[config.mk]
export PLATFORM = sky130hd
export DESIGN_NAME = alu_ctrl
export DESIGN_NICKNAME = d
export VERILOG_FILES = /design/src/rtl/alu_ctrl_pkg.sv /design/src/rtl/alu_ctrl_regfile.sv /design/src/rtl/alu_ctrl.sv
export SDC_FILE = /design/constraint.sdc
export NUM_CORES = 1
export LEC_CHECK = 0
export ABC_CLOCK_PERIOD_IN_PS = 3250
export CAP_MARGIN = 10
export CORE_MARGIN = 1.5
export CORE_UTILIZATION = 50
export DETAILED_ROUTE_END_ITERATION = 12
export GPL_ROUTABILITY_DRIVEN = 0
export HOLD_SLACK_MARGIN = 0.02
export PLACE_DENSITY = 0.74
export RECOVER_POWER = 50
export SKIP_CTS_REPAIR_TIMING = 1
export SKIP_LAST_GASP = 1
export SLEW_MARGIN = 0
export SYNTH_ARGS = -nofsm -noshare
export SYNTH_HDL_FRONTEND = slang
export SYNTH_SLANG_ARGS = --single-unit
[constraint.sdc]
create_clock -name clk -period 3.25 [get_ports clk]
set_input_delay 0.65 -clock clk [delete_from_list [all_inputs] [get_ports clk]]
set_output_delay 0.65 -clock clk [all_outputs]
set_load 0.01 [all_outputs]
[src/rtl/alu_ctrl_pkg.sv]
// Shared encodings for the alu controller: FSM states, flag bit positions
// and register-file geometry.
package alu_ctrl_pkg;

    localparam int NREGS  = 4;
    localparam int REG_AW = 2;

    localparam int FLAG_C = 3;
    localparam int FLAG_N = 2;
    localparam int FLAG_P = 1;
    localparam int FLAG_Z = 0;

    typedef enum logic [1:0] {
        ST_IDLE    = 2'd0,
        ST_ISSUE   = 2'd1,
        ST_CAPTURE = 2'd2
    } state_e;

    function automatic logic [3:0] pack_flags(input logic c, input logic n,
                                              input logic p, input logic z);
        logic [3:0] f;
        f         = '0;
        f[FLAG_C] = c;
        f[FLAG_N] = n;
        f[FLAG_P] = p;
        f[FLAG_Z] = z;
        return f;
    endfunction

endpackage

[src/rtl/alu_ctrl_regfile.sv]
// Operand register file: one write port, two operand read ports and a debug
// read port, all reads combinational; synchronous clear on rst.
module alu_ctrl_regfile
    import alu_ctrl_pkg::*;
#(
    parameter int MAX_WIDTH = 8
) (
    input  logic                 clk,
    input  logic                 rst,
    input  logic                 we,
    input  logic [REG_AW-1:0]    waddr,
    input  logic [MAX_WIDTH-1:0] wdata,
    input  logic [REG_AW-1:0]    ra_addr,
    output logic [MAX_WIDTH-1:0] ra_data,
    input  logic [REG_AW-1:0]    rb_addr,
    output logic [MAX_WIDTH-1:0] rb_data,
    input  logic [REG_AW-1:0]    dbg_addr,
    output logic [MAX_WIDTH-1:0] dbg_data
);

    logic [MAX_WIDTH-1:0] regs_q [NREGS];
    logic [MAX_WIDTH-1:0] regs_d [NREGS];

    always_comb begin
        for (int i = 0; i < NREGS; i++) begin
            regs_d[i] = regs_q[i];
        end
        if (we) begin
            regs_d[waddr] = wdata;
        end
    end

    always_ff @(posedge clk) begin
        for (int i = 0; i < NREGS; i++) begin
            if (rst) begin
                regs_q[i] <= '0;
            end else begin
                regs_q[i] <= regs_d[i];
            end
        end
    end

    assign ra_data  = regs_q[ra_addr];
    assign rb_data  = regs_q[rb_addr];
    assign dbg_data = regs_q[dbg_addr];

endmodule

[src/rtl/alu_ctrl.sv]
// Instruction-level initiator for the alu: accepts load/op instructions,
// issues operands for one cycle, captures the result and latches flags.
module alu_ctrl
    import alu_ctrl_pkg::*;
#(
    parameter int MAX_WIDTH = 8
) (
    input  logic                 clk,
    input  logic                 rst,
    input  logic                 instr_valid,
    output logic                 instr_ready,
    input  logic                 instr_ld,
    input  logic [2:0]           instr_op,
    input  logic [1:0]           instr_shamt,
    input  logic [1:0]           instr_rd,
    input  logic [1:0]           instr_ra,
    input  logic [1:0]           instr_rb,
    input  logic [MAX_WIDTH-1:0] instr_imm,
    output logic [2:0]           alu_selop,
    output logic [1:0]           alu_shamt,
    output logic [MAX_WIDTH-1:0] alu_busA,
    output logic [MAX_WIDTH-1:0] alu_busB,
    output logic                 alu_enaf,
    input  logic [MAX_WIDTH-1:0] alu_busC,
    input  logic                 alu_C,
    input  logic                 alu_N,
    input  logic                 alu_P,
    input  logic                 alu_Z,
    output logic [3:0]           flags,
    output logic                 done,
    input  logic [1:0]           dbg_sel,
    output logic [MAX_WIDTH-1:0] dbg_data
);

    // Handshake: an instruction transfers at a rising edge where instr_valid
    // and instr_ready are both 1; the source holds it stable until then.

    state_e               state_q, state_d;
    logic [2:0]           op_q, op_d;
    logic [1:0]           shamt_q, shamt_d;
    logic [REG_AW-1:0]    rd_q, rd_d;
    logic [MAX_WIDTH-1:0] bus_a_q, bus_a_d;
    logic [MAX_WIDTH-1:0] bus_b_q, bus_b_d;
    logic [3:0]           flags_q, flags_d;
    logic                 done_q, done_d;

    logic                 rf_we;
    logic [REG_AW-1:0]    rf_waddr;
    logic [MAX_WIDTH-1:0] rf_wdata;
    logic [MAX_WIDTH-1:0] rf_a, rf_b;
    logic                 accept;

    alu_ctrl_regfile #(.MAX_WIDTH(MAX_WIDTH)) u_regfile (
        .clk      (clk),
        .rst      (rst),
        .we       (rf_we),
        .waddr    (rf_waddr),
        .wdata    (rf_wdata),
        .ra_addr  (instr_ra),
        .ra_data  (rf_a),
        .rb_addr  (instr_rb),
        .rb_data  (rf_b),
        .dbg_addr (dbg_sel),
        .dbg_data (dbg_data)
    );

    always_comb begin
        state_d     = state_q;
        op_d        = op_q;
        shamt_d     = shamt_q;
        rd_d        = rd_q;
        bus_a_d     = bus_a_q;
        bus_b_d     = bus_b_q;
        flags_d     = flags_q;
        done_d      = 1'b0;
        rf_we       = 1'b0;
        rf_waddr    = rd_q;
        rf_wdata    = alu_busC;
        instr_ready = (state_q == ST_IDLE) && !rst;
        accept      = instr_valid && instr_ready;

        case (state_q)
            ST_IDLE: begin
                if (accept) begin
                    if (instr_ld) begin
                        rf_we    = 1'b1;
                        rf_waddr = instr_rd;
                        rf_wdata = instr_imm;
                        done_d   = 1'b1;
                    end else begin
                        // Operands are sampled at accept; nothing can write the
                        // file before the op's own writeback, so they stay current.
                        state_d = ST_ISSUE;
                        op_d    = instr_op;
                        shamt_d = instr_shamt;
                        rd_d    = instr_rd;
                        bus_a_d = rf_a;
                        bus_b_d = rf_b;
                    end
                end
            end
            ST_ISSUE: begin
                state_d = ST_CAPTURE;
            end
            ST_CAPTURE: begin
                rf_we   = 1'b1;
                flags_d = pack_flags(alu_C, alu_N, alu_P, alu_Z);
                done_d  = 1'b1;
                state_d = ST_IDLE;
            end
            default: begin
                state_d = ST_IDLE;
            end
        endcase
    end

    always_ff @(posedge clk) begin
        if (rst) begin
            state_q <= ST_IDLE;
            op_q    <= '0;
            shamt_q <= '0;
            rd_q    <= '0;
            bus_a_q <= '0;
            bus_b_q <= '0;
            flags_q <= '0;
            done_q  <= 1'b0;
        end else begin
            state_q <= state_d;
            op_q    <= op_d;
            shamt_q <= shamt_d;
            rd_q    <= rd_d;
            bus_a_q <= bus_a_d;
            bus_b_q <= bus_b_d;
            flags_q <= flags_d;
            done_q  <= done_d;
        end
    end

    assign alu_selop = op_q;
    assign alu_shamt = shamt_q;
    assign alu_busA  = bus_a_q;
    assign alu_busB  = bus_b_q;
    assign alu_enaf  = (state_q == ST_ISSUE);
    assign flags     = flags_q;
    assign done      = done_q;

endmodule

==> results of run 1 <==
-- layout by cell type (no fill, tap or decap), types with 2 or more instances in the layout --
master                            synthesis  routed
sky130_fd_sc_hd__or2_1                    3       3
sky130_fd_sc_hd__a2111oi_2               24      24
sky130_fd_sc_hd__o21ai_0                 23      23
sky130_fd_sc_hd__nor2_1                  61      61
sky130_fd_sc_hd__dlygate4sd3_1            0      27
sky130_fd_sc_hd__mux2i_1                  4       4
sky130_fd_sc_hd__a211oi_1                 8       8
sky130_fd_sc_hd__a2111oi_0                8       8
sky130_fd_sc_hd__a21oi_1                 24      24
sky130_fd_sc_hd__nand3b_1                25      25
sky130_fd_sc_hd__nor4b_2                  2       2
sky130_fd_sc_hd__nor2b_1                  2       2
sky130_fd_sc_hd__clkbuf_1                28       3
sky130_fd_sc_hd__inv_1                    8       8
sky130_fd_sc_hd__dfxtp_1                 62      62
sky130_fd_sc_hd__bufinv_16                0       2
sky130_fd_sc_hd__clkbuf_8                 0       9
sky130_fd_sc_hd__nand4bb_1                2       2
sky130_fd_sc_hd__nor4bb_1                 2       2
sky130_fd_sc_hd__buf_4                    0       9
sky130_fd_sc_hd__clkdlybuf4s50_1          0      44
sky130_fd_sc_hd__clkinv_2                 0       3
sky130_fd_sc_hd__mux4_2                  24      24
sky130_fd_sc_hd__nor3_1                  25      25
-- cells in the mapped netlist --
master,count,area [um2]
sky130_fd_sc_hd__nor4b_2,2,30.03
sky130_fd_sc_hd__o21ai_0,23,115.1
sky130_fd_sc_hd__nor2_1,61,229.0
sky130_fd_sc_hd__a2111oi_0,8,70.07
sky130_fd_sc_hd__nand4b_1,1,8.760
sky130_fd_sc_hd__buf_1,5,18.77
sky130_fd_sc_hd__inv_1,8,30.03
sky130_fd_sc_hd__buf_2,6,30.03
sky130_fd_sc_hd__nand3b_1,25,187.7
sky130_fd_sc_hd__buf_6,4,45.04
sky130_fd_sc_hd__mux2i_1,4,40.04
sky130_fd_sc_hd__or4b_1,1,10.01
sky130_fd_sc_hd__nor3b_1,1,7.510
sky130_fd_sc_hd__nand2b_1,1,6.260
sky130_fd_sc_hd__nor3_1,25,125.1
sky130_fd_sc_hd__and4b_1,1,10.01
sky130_fd_sc_hd__a2111oi_2,24,360.4
sky130_fd_sc_hd__a21oi_1,24,120.1
sky130_fd_sc_hd__dfxtp_1,62,1241
sky130_fd_sc_hd__nand3_1,1,5.000
sky130_fd_sc_hd__clkbuf_1,28,105.1
sky130_fd_sc_hd__a211oi_1,8,60.06
sky130_fd_sc_hd__nor4bb_1,2,20.02
sky130_fd_sc_hd__nand4bb_1,2,22.52
sky130_fd_sc_hd__mux4_2,24,540.5
sky130_fd_sc_hd__or2_1,3,18.77
sky130_fd_sc_hd__and2_1,1,6.260
sky130_fd_sc_hd__or4b_2,1,10.01
sky130_fd_sc_hd__nand2_1,1,3.750
sky130_fd_sc_hd__nor2b_1,2,12.51
-- power breakdown --
part | switching [mW] | leakage (nW) | internal, mW | total [mW]
combinational | 0.107 | 0.910 | 0.112 | 0.220
sequential | 0.0192 | 0.502 | 0.778 | 0.797
clock | 0.288 | 0.106 | 0.424 | 0.712
total | 0.414 | 1.52 | 1.31 | 1.73
-- worst min path at each step --
stage | startpoint | endpoint | slack, ns
floorplan | alu_busA[0] | alu_busA[0] | 0.50
global route | alu_shamt[1] | alu_shamt[1] | 0.50
CTS | alu_busA[4] | alu_busA[4] | 0.48
detailed placement | alu_busA[4] | alu_busA[4] | 0.47
global placement | alu_selop[2] | alu_selop[2] | 0.46
finish | alu_busA[7] | alu_busA[7] | 0.47
-- sequential cells by signal, summed over array words and instances, names as in the netlist --
signal / count
alu_busB: 8
alu_selop: 3
done: 1
flags: 4
alu_shamt: 2
state_q: 2
u_regfile.regs_q: 32
alu_busA: 8
rd_q: 2
-- layer usage --
metal	GRT usage [%]	up-vias
li1	-	1455
met1	33.27	1463
met2	38.99	122
met3	3.524	15
met4	10.41	0
met5	0	-
-- worst max-delay path, stage by stage --
cell and delay, ns:
sky130_fd_sc_hd__clkdlybuf4s50_1 0.45, sky130_fd_sc_hd__buf_4 0.20, sky130_fd_sc_hd__mux4_2 0.54, sky130_fd_sc_hd__clkdlybuf4s50_1 0.49
-- cells by family after synthesis --
family | after synthesis | share of synthesized area, %
mux | 28 | 16.64
simple gates | 131 | 20.44
flops | 62 | 35.57
compound gates | 87 | 20.80
buf+inv | 51 | 6.562
-- stage by stage --
| stage | instance area, um2 | hold WS (ns) | utilization [%] | total power [mW] | worst slack (ns) |
|---|---|---|---|---|---|
| 6_report | 4384 | 0.4704 | 64.89 | 1.728 | 0.2691 |
| 5_1_grt | 4384 | 0.5003 | 64.89 | 1.795 | 0.1258 |
| 4_1_cts | 4400 | 0.4770 | 65.13 | 1.741 | 0.2626 |
| 3_5_place_dp | 4198 | 0.4674 | 62.13 | 1.037 | 0.2626 |
| 2_1_floorplan | 3490 | 0.4984 | - | 0.9374 | 0.9576 |
| 3_3_place_gp | 4198 | 0.4585 | 62.13 | 1.032 | 0.2713 |
-- cell type report --
cell class              instances  share of cell area, %
flip-flops and latches         62                  28.31
repair buffers                 83                  18.04
clock buffers                  10                  2.911
inverters                       8                 0.6849
multi-input cells             246                  46.06
clock inverters                 5                  1.712
well taps                      80                  2.283
==> results.rst, run 1 <==
.. list-table::
   :header-rows: 1

   * - Metric
     - Value
   * - Wire length on met1
     - 3776 um
   * - Clock buffer count from CTS
     - 9
   * - Number of fillers in the final layout
     - 581
   * - Via-to-Cell Ratio
     - 6.184
   * - Net Count, Synth
     - 396
   * - Portion of the post-synthesis area used by sequential elements
     - 35.57%
   * - Number of placement rows
     - 30
   * - Area taken by flip-flops and latches
     - 1241 um2
   * - Period utilization
     - 91.72%
   * - DR DRC count
     - 0
   * - Die Area
     - 7489 um2
   * - GRT Total Usage
     - 24.43%
   * - Library cells used by synthesis
     - 30
   * - Minimum clock period after layout
     - 2.981 ns
   * - Detailed Route WL
     - 8601 um
   * - Fraction of layout cells with a size suffix above 1
     - 18.12%
   * - Endpoint class of the critical path
     - output pin
   * - Outcome
     - complete, no violations
   * - Core Footprint
     - 6756 um2
   * - Cell Area, Synth
     - 3490 um2
   * - First-pass GRT wire length
     - 14230 um
   * - Final net count
     - 447
   * - Total grt overflow
     - 0
   * - Area of combinational cells with multiple inputs
     - 2019 um2
   * - Launch point of the worst reg-to-reg path
     - state_q[1]
   * - Pre-Repair DR Iteration Count
     - 5
   * - Path depth of the worst reg2reg path
     - 4
   * - Clock latency reported for the late side of the worst-skew pair
     - 0.33 ns
   * - Drt initial violations
     - 241
   * - Clock tree root buffer cell
     - sky130_fd_sc_hd__clkbuf_8
   * - H-tree depth
     - 3
   * - Max frequency
     - 335.5 MHz
   * - I/O pin total
     - 73
   * - Actual slew at the worst max-slew pin
     - 1.008 ns
   * - Clock slew at reported path FFs
     - 0.06 ns
   * - Maximum capacitance violations
     - 0
   * - Area overhead of the layout relative to synthesis
     - 25.64%
   * - Aggregate negative setup slack
     - 0 ns
   * - Critical path startpoint category
     - primary input
   * - Routed length on met2
     - 4253 um
   * - Initial cell density of the core
     - 51.65%
   * - Flop-to-flop setup slack
     - 0.76 ns
   * - R2R Path End
     - alu_busB[6]
   * - Vias in the first global route
     - 2851
   * - Maximum number of pins on one net before global-route repair
     - 47
   * - Synthesized area divided by synthesized cell count
     - 9.720 um2
   * - Unrepaired setup endpoints after global routing
     - false
   * - Via Count
     - 3055
   * - Antenna violations before repair
     - 0
   * - Slew HR
     - 32.83%
   * - Class of the most critical hold timing path
     - flip-flop to flip-flop
   * - Non-filler cells, final
     - 494
   * - Worst Setup Path Type
     - primary input to output pin
   * - Quantity of I/O buffers inserted on ports
     - 72
   * - Final setup vio count
     - 0
   * - Residual antenna-violating net count after detailed routing
     - 0
   * - Overall die height
     - 86.54 um
   * - Top fanout value on the critical path
     - 8
   * - Synthesis Warnings
     - 0
   * - Peak VDD IR
     - 202.0 uV
   * - Die width
     - 86.54 um
   * - Final HPWL DP
     - 6444 um
   * - Register bit total from synthesis
     - 62
   * - Capture point of the critical path
     - dbg_data[1]
   * - Routed wirelength normalized by instance count
     - 17.41 um
   * - Timing startpoint of the critical path
     - dbg_sel[1]
   * - Clock tree buffer depth
     - 2
   * - # placed instances
     - 479
   * - Total length of routed met3 wires
     - 466 um
   * - Number of cells produced by synthesis
     - 359
   * - CTS tree
     - yes
   * - Setup Skew
     - 0.007699 ns
   * - P per Cell Area
     - 394.1 nW/um2
   * - Arrival time reported for the critical path endpoint
     - 2.33 ns
   * - Final count of hold timing violations
     - 0
   * - Reported leakage power
     - 1.517 nW
   * - Final max-slew violation count
     - 0
   * - CP required
     - 2.60 ns
   * - Top layer in use
     - met4
   * - Worst Hold Path Cells
     - 2
   * - Number of antenna cells inserted
     - 0
   * - Number of sinks on the clock net
     - 62
(Power assumes the default switching activity.)
==> run 2: changes to the inputs <==
Settings changed: CORE_ASPECT_RATIO set to 0.8, PLACE_DENSITY 0.74 to 0.76, SYNTH_HIERARCHICAL set to 1.
==> results.rst, run 2 <==
.. list-table::
   :header-rows: 1

   * - Metric
     - Value
   * - Outcome
     - complete, no violations (unchanged)
   * - Min-Delay Startpoint
     - alu_selop[1] (was alu_busA[7])
   * - Class of the most critical hold timing path
     - flip-flop to flip-flop (unchanged)
   * - Pwr Total
     - 1.793 mW (was 1.728 mW)
   * - Clock tree root buffer cell
     - sky130_fd_sc_hd__clkbuf_8 (unchanged)
   * - Top layer in use
     - met4 (unchanged)
   * - Maximum number of pins on one net before global-route repair
     - 72 (was 47)
   * - Unrepaired setup endpoints after global routing
     - false (unchanged)
   * - Area taken by flip-flops and latches
     - 1241 um2 (unchanged)
   * - Quantity of I/O buffers inserted on ports
     - 72 (unchanged)
   * - Top-count cell post-synth
     - sky130_fd_sc_hd__dfxtp_1 (unchanged)
   * - Total length of routed met3 wires
     - 636 um (was 466 um)
   * - Number of cells produced by synthesis
     - 288 (was 359)
   * - Minimum clock period after layout
     - 3.006 ns (was 2.981 ns)
   * - Final max-slew violation count
     - 0 (unchanged)
   * - Via Count
     - 2512 (was 3055)
   * - Portion of the post-synthesis area used by sequential elements
     - 39.76% (was 35.57%)
   * - Area overhead of the layout relative to synthesis
     - 31.74% (was 25.64%)
   * - Total grt overflow
     - 0 (unchanged)
   * - Main combinational cell family by area after synthesis
     - multiplexers (was compound AO/OA/AOI/OAI gates)
   * - Final setup vio count
     - 0 (unchanged)
   * - Biggest area contributors in the synthesized netlist
     - sky130_fd_sc_hd__dfxtp_1 40%, sky130_fd_sc_hd__mux4_2 17%, sky130_fd_sc_hd__mux2i_1 12% (was sky130_fd_sc_hd__dfxtp_1 36%, sky130_fd_sc_hd__mux4_2 15%, sky130_fd_sc_hd__a2111oi_2 10%)
   * - Path depth of the worst reg2reg path
     - 5 (was 4)
   * - Final HPWL DP
     - 5312 um (was 6444 um)
   * - Core Footprint
     - 5974 um2 (was 6756 um2)
   * - Setup Skew
     - 0.008373 ns (was 0.007699 ns)
   * - Number of placement rows
     - 25 (was 30)
   * - Initial cell density of the core
     - 52.25% (was 51.65%)
   * - Clock tree buffer depth
     - 2 (unchanged)
   * - Net Count, Synth
     - 325 (was 396)
   * - Post-synthesis async set-or-reset flop share
     - 0% (unchanged)
   * - Launch point of the worst reg-to-reg path
     - state_q[0] (was state_q[1])
   * - Xor/xnor cell area share of the yosys netlist
     - 0% (unchanged)
   * - Drt initial violations
     - 205 (was 241)
   * - Peak VDD IR
     - 288.0 uV (was 202.0 uV)
   * - Via-to-Cell Ratio
     - 5.709 (was 6.184)
   * - Reported leakage power
     - 1.639 nW (was 1.517 nW)
   * - P per Cell Area
     - 436.0 nW/um2 (was 394.1 nW/um2)
   * - Overall die height
     - 73.68 um (was 86.54 um)
   * - Fraction of layout cells with a size suffix above 1
     - 16.16% (was 18.12%)
   * - Library cells used by synthesis
     - 24 (was 30)
   * - Number of synthesized flops with an enable pin
     - 0 (unchanged)
   * - Period utilization
     - 92.50% (was 91.72%)
   * - Flop-to-flop setup slack
     - 0.91 ns (was 0.76 ns)
   * - GRT Total Usage
     - 24.55% (was 24.43%)
   * - CTS tree
     - yes (unchanged)
   * - Top cell type by total area after synthesis
     - sky130_fd_sc_hd__dfxtp_1 (unchanged)
   * - Die width
     - 91.34 um (was 86.54 um)
   * - Leading cell types by count after synthesis
     - 62 x sky130_fd_sc_hd__dfxtp_1, 40 x sky130_fd_sc_hd__nand2b_1, 36 x sky130_fd_sc_hd__mux2i_1 (was 62 x sky130_fd_sc_hd__dfxtp_1, 61 x sky130_fd_sc_hd__nor2_1, 28 x sky130_fd_sc_hd__clkbuf_1, 25 x sky130_fd_sc_hd__nand3b_1, 25 x sky130_fd_sc_hd__nor3_1)
   * - Most frequently used flop master after synthesis
     - sky130_fd_sc_hd__dfxtp_1 (unchanged)
   * - Area of combinational cells with multiple inputs
     - 1758 um2 (was 2019 um2)
   * - Max frequency
     - 332.7 MHz (was 335.5 MHz)
   * - Post-synthesis simple-gate area fraction
     - 16.43% (was 20.44%)
   * - Residual antenna-violating net count after detailed routing
     - 0 (unchanged)
   * - Number of sinks on the clock net
     - 62 (unchanged)
   * - I/O pin total
     - 73 (unchanged)
   * - Number of antenna cells inserted
     - 0 (unchanged)
   * - Endpoint of the worst hold-timing path
     - alu_selop[1] (was alu_busA[7])
   * - Flip-flop count of the largest register after layout
     - 32 (unchanged)
   * - Final net count
     - 391 (was 447)
   * - Most common library cell in the layout ignoring fill and taps
     - sky130_fd_sc_hd__dfxtp_1 (unchanged)
   * - Arrival time reported for the critical path endpoint
     - 2.36 ns (was 2.33 ns)
   * - Endpoint class of the critical path
     - output pin (unchanged)
   * - Worst Setup Path Type
     - primary input to output pin (unchanged)
   * - CP required
     - 2.60 ns (about the same)
   * - Synth Area in Compound Gates
     - 7.535% (was 20.80%)
   * - Pre-Repair DR Iteration Count
     - 5 (unchanged)
   * - Most frequent cells in the layout
     - 62 x sky130_fd_sc_hd__dfxtp_1, 44 x sky130_fd_sc_hd__clkdlybuf4s50_1, 40 x sky130_fd_sc_hd__nand2b_1 (was 62 x sky130_fd_sc_hd__dfxtp_1, 61 x sky130_fd_sc_hd__nor2_1, 44 x sky130_fd_sc_hd__clkdlybuf4s50_1)
   * - Synthesized area divided by synthesized cell count
     - 10.84 um2 (was 9.720 um2)
   * - Number of fillers in the final layout
     - 465 (was 581)
   * - Clock latency reported for the late side of the worst-skew pair
     - 0.35 ns (was 0.33 ns)
   * - DR DRC count
     - 0 (unchanged)
   * - Register bit total from synthesis
     - 62 (unchanged)
   * - Synth Area in Adders
     - 0% (unchanged)
   * - Maximum capacitance violations
     - 0 (unchanged)
   * - Antenna violations before repair
     - 0 (unchanged)
   * - Critical path startpoint category
     - primary input (unchanged)
   * - Routed wirelength normalized by instance count
     - 17.55 um (was 17.41 um)
   * - Share of cell area taken by muxes after synthesis
     - 32.46% (was 16.64%)
   * - Detailed Route WL
     - 7720 um (was 8601 um)
   * - Final count of hold timing violations
     - 0 (unchanged)
   * - H-tree depth
     - 3 (unchanged)
   * - Clock buffer count from CTS
     - 9 (unchanged)
   * - Die Area
     - 6729 um2 (was 7489 um2)
   * - Slew HR
     - 51.66% (was 32.83%)
   * - Wire length on met1
     - 3485 um (was 3776 um)
   * - Synthesis Warnings
     - 6 (was 0)
   * - Aggregate negative setup slack
     - 0 ns (unchanged)
   * - Vias in the first global route
     - 2431 (was 2851)
   * - First-pass GRT wire length
     - 12280 um (was 14230 um)
   * - Routed length on met2
     - 3515 um (was 4253 um)
   * - Minimum setup slack after placement
     - 0.2364 ns (was 0.2626 ns)
   * - Clock slew at reported path FFs
     - 0.07 ns (was 0.06 ns)
   * - Register with the most flip-flops
     - u_regfile/regs_q (was u_regfile.regs_q)
   * - Worst Slack Setup Final
     - 0.2439 ns (was 0.2691 ns)
   * - Top fanout value on the critical path
     - 8 (unchanged)
   * - Post-synth top area share
     - 39.76% (was 35.57%)
   * - Actual slew at the worst max-slew pin
     - 0.7250 ns (was 1.008 ns)
   * - Cell Area, Synth
     - 3122 um2 (was 3490 um2)
   * - R2R Path End
     - u_regfile/regs_q[0][4] (was alu_busB[6])
   * - Worst Hold Path Cells
     - 2 (unchanged)
run 2: cell types whose count changed in the layout (fill, tap and decap cells not counted), moves of 3 or more:
cell / change
sky130_fd_sc_hd__nor2_1: -55
sky130_fd_sc_hd__nand2b_1: +39
sky130_fd_sc_hd__mux2i_1: +32
sky130_fd_sc_hd__a2111oi_2: -24
sky130_fd_sc_hd__nand3_1: +23
sky130_fd_sc_hd__nand3b_1: -23
sky130_fd_sc_hd__nor3_1: -23
sky130_fd_sc_hd__mux2_2: +10
sky130_fd_sc_hd__a2111oi_0: -8
sky130_fd_sc_hd__a211oi_1: -8
sky130_fd_sc_hd__inv_1: -7
sky130_fd_sc_hd__or2_1: -3
run 2: cells by family after synthesis:
kind of cell	Yosys count
compound gates	47
buf+inv	26
flops	62
mux	70
simple gates	83
run 2: critical path, stage by stage:
cell	delay, ns
sky130_fd_sc_hd__clkdlybuf4s50_1	0.45
sky130_fd_sc_hd__buf_4	0.21
sky130_fd_sc_hd__mux4_2	0.55
sky130_fd_sc_hd__clkdlybuf4s50_1	0.50
run 2: worst max-delay path by stage:
stage	startpoint	cells past startpoint	end
floorplan	rst	6	u_regfile/regs_q[0][0]
global placement	dbg_sel[1]	4	dbg_data[6]
detailed placement	dbg_sel[1]	4	dbg_data[6]
CTS	dbg_sel[1]	4	dbg_data[6]
global route	dbg_sel[1]	4	dbg_data[3]
finish	dbg_sel[1]	4	dbg_data[6]
run 2: report_power, final:
group	internal (mW)	leakage, nW	total [mW]	switching [mW]
sequential	0.772	0.501	0.782	0.00987
combinational	0.104	1.03	0.194	0.0896
clock	0.508	0.112	0.818	0.310
total	1.38	1.64	1.79	0.409
run 2: per-layer routing:
layer,global-route usage (%),vias to the layer above
met1,32.11,1213
met4,7.292,0
met5,0,-
li1,-,1182
met3,8.592,9
met2,38.72,108
run 2: metrics by stage:
| stage | hold WS [ns] | area, um2 | cells | utilization (%) |
|---|---|---|---|---|
| CTS | 0.4779 | 4121 | 440 | 68.98 |
| detailed placement | 0.4681 | 3884 | 424 | 65.01 |
| floorplan | 0.4502 | 3122 | 288 | - |
| global placement | 0.4604 | 3884 | 424 | 65.01 |
| global route | 0.4991 | 4113 | 440 | 68.84 |
| finish | 0.4716 | 4113 | 440 | 68.84 |
run 2: cell type report:
type | count | share of cell area, %
Tap cell | 81 | 2.464
Timing Repair Buffer | 80 | 18.74
Inverter | 1 | 0.09127
Sequential cell | 62 | 30.18
Clock inverter | 6 | 2.677
Clock buffer | 10 | 3.103
Multi-Input combinational cell | 200 | 42.74
